File: config.mk
export PLATFORM = sky130hd
export DESIGN_NAME = instruction_reg_param
export DESIGN_NICKNAME = d
export VERILOG_FILES = /design/src/rtl/instruction_reg_param.sv
export SDC_FILE = /design/constraint.sdc
export NUM_CORES = 1
export LEC_CHECK = 0
export ABC_CLOCK_PERIOD_IN_PS = 1400
export CELL_PAD_IN_SITES_DETAIL_PLACEMENT = 1
export CELL_PAD_IN_SITES_GLOBAL_PLACEMENT = 2
export CORE_MARGIN = 2
export CORE_UTILIZATION = 28
export CTS_CLUSTER_SIZE = 25
export DETAILED_ROUTE_END_ITERATION = 6
export PLACE_DENSITY_LB_ADDON = 0.05
export RECOVER_POWER = 25
export SYNTH_ARGS = -nofsm -noshare
export SYNTH_HDL_FRONTEND = slang
export SYNTH_SLANG_ARGS = --single-unit
File: constraint.sdc
create_clock -name clk -period 1.4 [get_ports clk]
set_input_delay 0.21 -clock clk [delete_from_list [all_inputs] [get_ports clk]]
set_output_delay 0.21 -clock clk [all_outputs]
set_load 0.01 [all_outputs]
File: src/rtl/instruction_reg_param.sv
// JTAG instruction register: WIDTH-bit shift/capture stage, update stage,
// one-hot instruction decode and a shift-length monitor. All state is on TCK
// (clk); Test_Log_Res clears everything asynchronously to the BYPASS state.
module instruction_reg_param #(
  parameter int unsigned      WIDTH        = 4,
  parameter logic [WIDTH-1:0] RESET_OPCODE = {WIDTH{1'b1}},
  parameter logic [WIDTH-1:0] OPC_EXTEST   = WIDTH'(0),
  parameter logic [WIDTH-1:0] OPC_SAMPLE   = WIDTH'(1),
  parameter logic [WIDTH-1:0] OPC_IDCODE   = WIDTH'(2),
  parameter logic [WIDTH-1:0] OPC_BYPASS   = {WIDTH{1'b1}}
) (
  input  logic             clk,
  input  logic             Test_Log_Res,
  input  logic             Shift_in,
  output logic             Shift_out,
  input  logic             Capture_IR,
  input  logic             Shift_IR,
  input  logic             Update_IR,
  input  logic [WIDTH-3:0] Par_in,
  output logic [WIDTH-1:0] Par_out,
  output logic             Sel_extest,
  output logic             Sel_sample,
  output logic             Sel_idcode,
  output logic             Sel_bypass,
  output logic             Short_shift
);

  // Counter must be able to hold WIDTH itself: saturation marks a full shift.
  localparam int unsigned CW = $clog2(WIDTH + 1);
  localparam logic [CW-1:0] CNT_FULL = CW'(WIDTH);

  // 1149.1 requires the two LSBs captured into the IR to be 2'b01; the same
  // pattern is the reset value so TDO is well defined straight out of reset.
  localparam logic [WIDTH-1:0] STAGE_RST = {{(WIDTH-2){1'b0}}, 2'b01};

  logic [WIDTH-1:0] stage_q, stage_d;
  logic [CW-1:0]    cnt_q, cnt_d;
  logic [WIDTH-1:0] par_q, par_d;
  logic             short_q, short_d;

  // Shift stage next state: capture beats shift, otherwise hold.
  always_comb begin
    stage_d = stage_q;
    cnt_d   = cnt_q;
    if (Capture_IR) begin
      stage_d = {Par_in, 2'b01};
      cnt_d   = '0;
    end else if (Shift_IR) begin
      stage_d = {Shift_in, stage_q[WIDTH-1:1]};
      if (cnt_q != CNT_FULL) cnt_d = cnt_q + CW'(1);
    end
  end

  // Update stage next state; samples the pre-edge stage and counter so a
  // concurrent capture/shift cannot leak into the new instruction.
  always_comb begin
    par_d   = par_q;
    short_d = short_q;
    if (Update_IR) begin
      par_d   = stage_q;
      short_d = (cnt_q < CNT_FULL);
    end
  end

  // All registers, asynchronously forced to the BYPASS/reset state.
  always_ff @(posedge clk or posedge Test_Log_Res) begin
    if (Test_Log_Res) begin
      stage_q <= STAGE_RST;
      cnt_q   <= '0;
      par_q   <= RESET_OPCODE;
      short_q <= 1'b0;
    end else begin
      stage_q <= stage_d;
      cnt_q   <= cnt_d;
      par_q   <= par_d;
      short_q <= short_d;
    end
  end

  // One-hot decode of the current instruction; anything unassigned is BYPASS.
  always_comb begin
    Sel_extest = 1'b0;
    Sel_sample = 1'b0;
    Sel_idcode = 1'b0;
    Sel_bypass = 1'b0;
    if (par_q == OPC_EXTEST)      Sel_extest = 1'b1;
    else if (par_q == OPC_SAMPLE) Sel_sample = 1'b1;
    else if (par_q == OPC_IDCODE) Sel_idcode = 1'b1;
    else                          Sel_bypass = 1'b1;
  end

  // TDO comes straight off the stage LSB; no retiming flop here.
  assign Shift_out   = stage_q[0];
  assign Par_out     = par_q;
  assign Short_shift = short_q;

  // OPC_BYPASS decodes through the default branch; kept for documentation.
  logic unused_bypass_opc;
  assign unused_bypass_opc = ^OPC_BYPASS;

endmodule
* Word-level counts from Yosys, hierarchy flattened
Index checks and enable logic that the tools add are counted.
Storage, ports and cells: bits of input ports 8, logic and storage cells 27, bits in read-only memories 0, bits in registers 12, memories 0, output and inout port bits 10, RAM bits 0, bits in latches 0
Operators by class: bitwise logic cells 0, mux-type cells 14, $lt $le $gt $ge 1, div/mod/pow operators 0, add/sub/neg operators 1, equal/unequal tests 3, reduce and logical (&&, ||, !) cells 4, shift-type cells 0, $mul 0
Operators by type and width (count):
- 2-to-1 mux 1 bit | 9
- 2-to-1 mux 3 bit | 3
- 2-to-1 mux 4 bit | 2
- == test 4 x 1 -> 1 bit (second input constant) | 1
- == test 4 x 2 -> 1 bit (second input constant) | 1
- zero test 4 bit | 1
- nonzero test 2 bit | 2
- adder 3 x 1 -> 3 bit (second input constant) | 1
- less-than comparator 3 bit (second input constant) | 1
- inequality test 3 bit (second input constant) | 1
- AND reduction 2 bit | 1

* Logic depth before layout (Yosys ltp)
Gate-level depths: netlist (run 1).
depth in word-level cells 4, mapped depth 4

* Worst setup path after synthesis (run 1)
Ideal clock, no wire load.
kind flip-flop to flip-flop, from register cnt_q[0], to register cnt_q[0], data required time 1.275 ns, period minus slack after synthesis 1.223 ns, path slack 0.177 ns, arrival time 1.098 ns, library setup time 0.125 ns, cell stages (with the launch flop) 5, path through dfrtp_1 > inv_1 > ha_1 > a21boi_4 > mux2_4
Between the ends: cells in the longest elaborated chain, start to end 4, elaborated cells on any way between the ends 7
Ends and longest elaborated chain:
- start: declaration | line 37 | logic [CW-1:0] cnt_q, cnt_d;
- start signal: assignment | line 74 | cnt_q <= cnt_d;
- adder 3 x 1 -> 3 bit | line 50 | if (cnt_q != CNT_FULL) cnt_d = cnt_q + CW'(1);
- 2-to-1 mux 3 bit | line 50
- 2-to-1 mux 3 bit | line 48 | end else if (Shift_IR) begin
- 2-to-1 mux 3 bit | line 45 | if (Capture_IR) begin
Parallel ways exist; a longest one is shown, timed or not. The select of a mux whose other input is x is not followed. A chain may end at the register's enable or synchronous reset.

* Final worst setup path (run 1)
from register par_q[1] (netlist: Par_out[1]), to output Sel_extest
Between the ends: cells in the longest elaborated chain, start to end 2
Ends and longest elaborated chain:
- start: declaration | line 38 | logic [WIDTH-1:0] par_q, par_d;
- start signal: assignment | line 75 | par_q <= par_d;
- zero test 4 bit | line 86 | if (par_q == OPC_EXTEST) Sel_extest = 1'b1;
- 2-to-1 mux 1 bit | line 86
- end: declaration | line 21 | output logic Sel_extest,
Every way passes these cells.

==> results.md, run 1 <==
- Status: complete, but fails checks
- Failing checks: setup timing
- Via density: 4.58
- Die Wd: 50.2 um
- Slew @ Worst Pin: 0.448 ns
- Ant diodes: 0
- Crit share post-route: 102%
- I/O pins: 18
- Initial Util: 30.2%
- Post-Route WL: 1340 um
- Final instance area: 893 sq um
- Hold slack: 0.396 ns
- Yosys reg bits: 12
- Routed len/inst: 12.7 um
- Via Count: 481
- Fin cells: 105
- Fin. Hold Viols: 0
- Final Total Pwr: 924 uW
- DP Area: 831 sq um
- FF-to-FF path depth: 4
- Total track usage: 12.2%
- Pre-CTS setup slack: -0.206 ns
- CTS root buffer: clkbuf_4
- Post-layout min period: 1.43 ns
- Worst hold-check path type: primary input to async pin
- CTS tree: built
- Setup_tns: -0.0563 ns
- Initial antenna violation count: 0
- Mapped Avg Cell Area: 12.2 sq um
- Worst EP arrival: 1.22 ns
- Drt first pass iters: 2
- Fin Clk Skew: 0.000623 ns
- Cell Pwr Density: 1030 mW/mm^2
- Peak per-stage delay on the critical path: 0.38 ns
- Sequential area share after synthesis: 51.3%
- Critical-path cell list: buf_6, buf_6, nor4_2, buf_2
- Core ar.: 0.00198 sq mm
- Ratio of cells with drive above 1 in the final layout: 44.9%
- Worst vdd ir: 559 uV
- Crit end category: primary output
- Max-Cap Viols: 0
- Clock tree buffer depth: 2
- Die Ht: 50.2 um
- Relative slew slack: 70.1%
- CTS Sinks: 12
- Reg-to-reg endpoint: cnt_q[0]$_DFFE_PP0P_
- Most frequent cell on the critical path: buf_6
- RSZ-0062 raised after global routing: yes
- Crit path to: Sel_extest
- H-tree depth: 1
- Buffers on Ports: 17
- Std-Cell Rows: 16
- Cells after synthesis: 49
- Netlist cell types: 21
- Synthesized Nets: 59
- Placed Cells: 97
- Grt ovf: 0
- Initial DRC count: 2
- Number of remaining DRC errors: 0
- Pins over their slew limit: 0
- Routability Congestion: 0.648
- Vias in the first global route: 487
- Slowest stage cell, crit path: dfstp_2
- Critical-path maximum fanout: 3
- DIE AREA: 0.00252 sq mm
- Synth Cell Area: 598 sq um
- Maximum number of pins on one net before global-route repair: 13
- Hold Buf Count CTS: 0
- Post-layout net count: 89
- Final setup violation count: 3
- First-pass GRT wire length: 2260 um
- Startpoint Class: register
- Synth warnings: 0
- Crit path required time: 1.19 ns
- Reg2Reg Setup Slack: 0.14 ns
- CP Class: register to primary output
- Post-layout util: 45.1%
- Routed Antenna Nets: 0
- Reg2reg start: cnt_q[0]$_DFFE_PP0P_
- CTS clk-pin slew, worst paths: 0.08 ns
- Slack of the critical path: -0.0327 ns
- Crit path launch: Par_out[1]$_DFFE_PP1P_
- Skew-Pair Late Insertion Delay: 0.27 ns
- Area Overhead vs Synth: 49.4%
- Fmax: 698 MHz
- CTS Buf Count: 3
- LEAKAGE: 0.412 nW
- Hpwl dp: 957 um
==> worst min-delay path by stage <==
stage	from	to	slack [ns]	cells after the start
after floorplan	Test_Log_Res	Short_shift$_DFFE_PP0P_	0.07	1
after global routing	Test_Log_Res	stage_q[1]$_DFFE_PP0P_	0.43	2
after global placement	Short_shift$_DFFE_PP0P_	Short_shift$_DFFE_PP0P_	0.51	2
final	Test_Log_Res	Short_shift$_DFFE_PP0P_	0.40	2
after CTS	Test_Log_Res	Short_shift$_DFFE_PP0P_	0.27	2
after detailed placement	Short_shift$_DFFE_PP0P_	Short_shift$_DFFE_PP0P_	0.53	2
==> logic make-up after synthesis <==
group	share of synthesized area [%]
and+or+nand+nor	13.8
buffers and inverters	4.60
AOI/OAI and AO/OA	9.42
muxes	16.7
DFF	51.3
adders and majority gates	4.18
==> cells in the mapped netlist (all sizes together) <==
master,number,area share (%)
a211o,2,2.9
dfstp,5,22
o21ai,2,1.7
mux2i,4,6.7
a21boi,1,3.1
nor2,3,1.9
nand2b,2,2.1
nor3,1,0.84
dfrtp,7,29
inv,3,1.9
ha,2,4.2
nor2b,2,2.1
nor4b,2,2.9
and4b,1,1.7
buf,2,2.7
mux2,5,10
nand2,2,1.3
a21oi,2,1.7
nor4,1,1.0
==> area by class of cell <==
class                      instances  area (sq um)
fill                             225          1090
clock buffer                       4          36.3
inverter                           3          11.3
timing repair buffer              27           223
sequential                        12           307
tap                               27          33.8
multi-input combinational         32           283
==> cells in the final DEF (no fill, tap or decap), types with 2 or more instances in the layout <==
cell	instances
nor4b_2	2
clkbuf_4	3
dfrtp_1	7
mux2_2	4
mux2i_1	4
nor2_1	3
inv_1	3
nand2b_1	2
ha_1	2
buf_4	7
clkdlybuf4s50_1	6
a211o_1	2
dfstp_2	5
o21ai_1	2
buf_2	6
a21oi_1	2
nor2b_1	2
nand2_1	2
buf_6	3
==> sequential cells by signal, summed over array words and instances (netlist names) <==
| name | count |
|---|---|
| Par_out | 4 |
| Short_shift | 1 |
| cnt_q | 3 |
| stage_q | 4 |
==> where the power goes <==
part	total (mW)	internal [mW]	switching [mW]
Sequential	0.426	0.391	0.0352
Clock	0.272	0.158	0.114
Combinational	0.226	0.133	0.0931
Total	0.924	0.681	0.243
==> metal layers <==
layer | wire length [um] | global-route usage [%]
met5 | 0 | 0
met4 | 0 | 4.17
met1 | 574 | 14.4
met3 | 93 | 3.27
met2 | 668 | 21.3
==> timing repair <==
| item | in CTS | in global routing |
|---|---|---|
| endpoints found under the setup margin | 9 | 8 |
| cloned | 0 | 0 |
| setup buffers | 4 | 0 |
| gates resized for setup | 32 | 8 |
| pin swaps | 1 | 1 |
| hold endpoints to repair | 0 | 0 |
==> critical path: cells and delay by family (launching register included) <==
kind,cells,cell delay (ns)
flip-flops,1,0.38
buffers and inverters,3,0.39
AND/OR/NAND/NOR,1,0.18
Note: power is estimated with default switching activity, not from simulation.
==> inputs of run 2 (changes only) <==
Settings changed: CAP_MARGIN set to 0.
==> results of run 2 <==
The final DEF is identical to that of run 1; final timing and power are the same.
==> inputs of run 3 (changes only) <==
Settings changed: CTS_CLUSTER_SIZE 25 to 16.
==> results of run 3 <==
The final DEF is identical to that of run 1; final timing and power are the same.
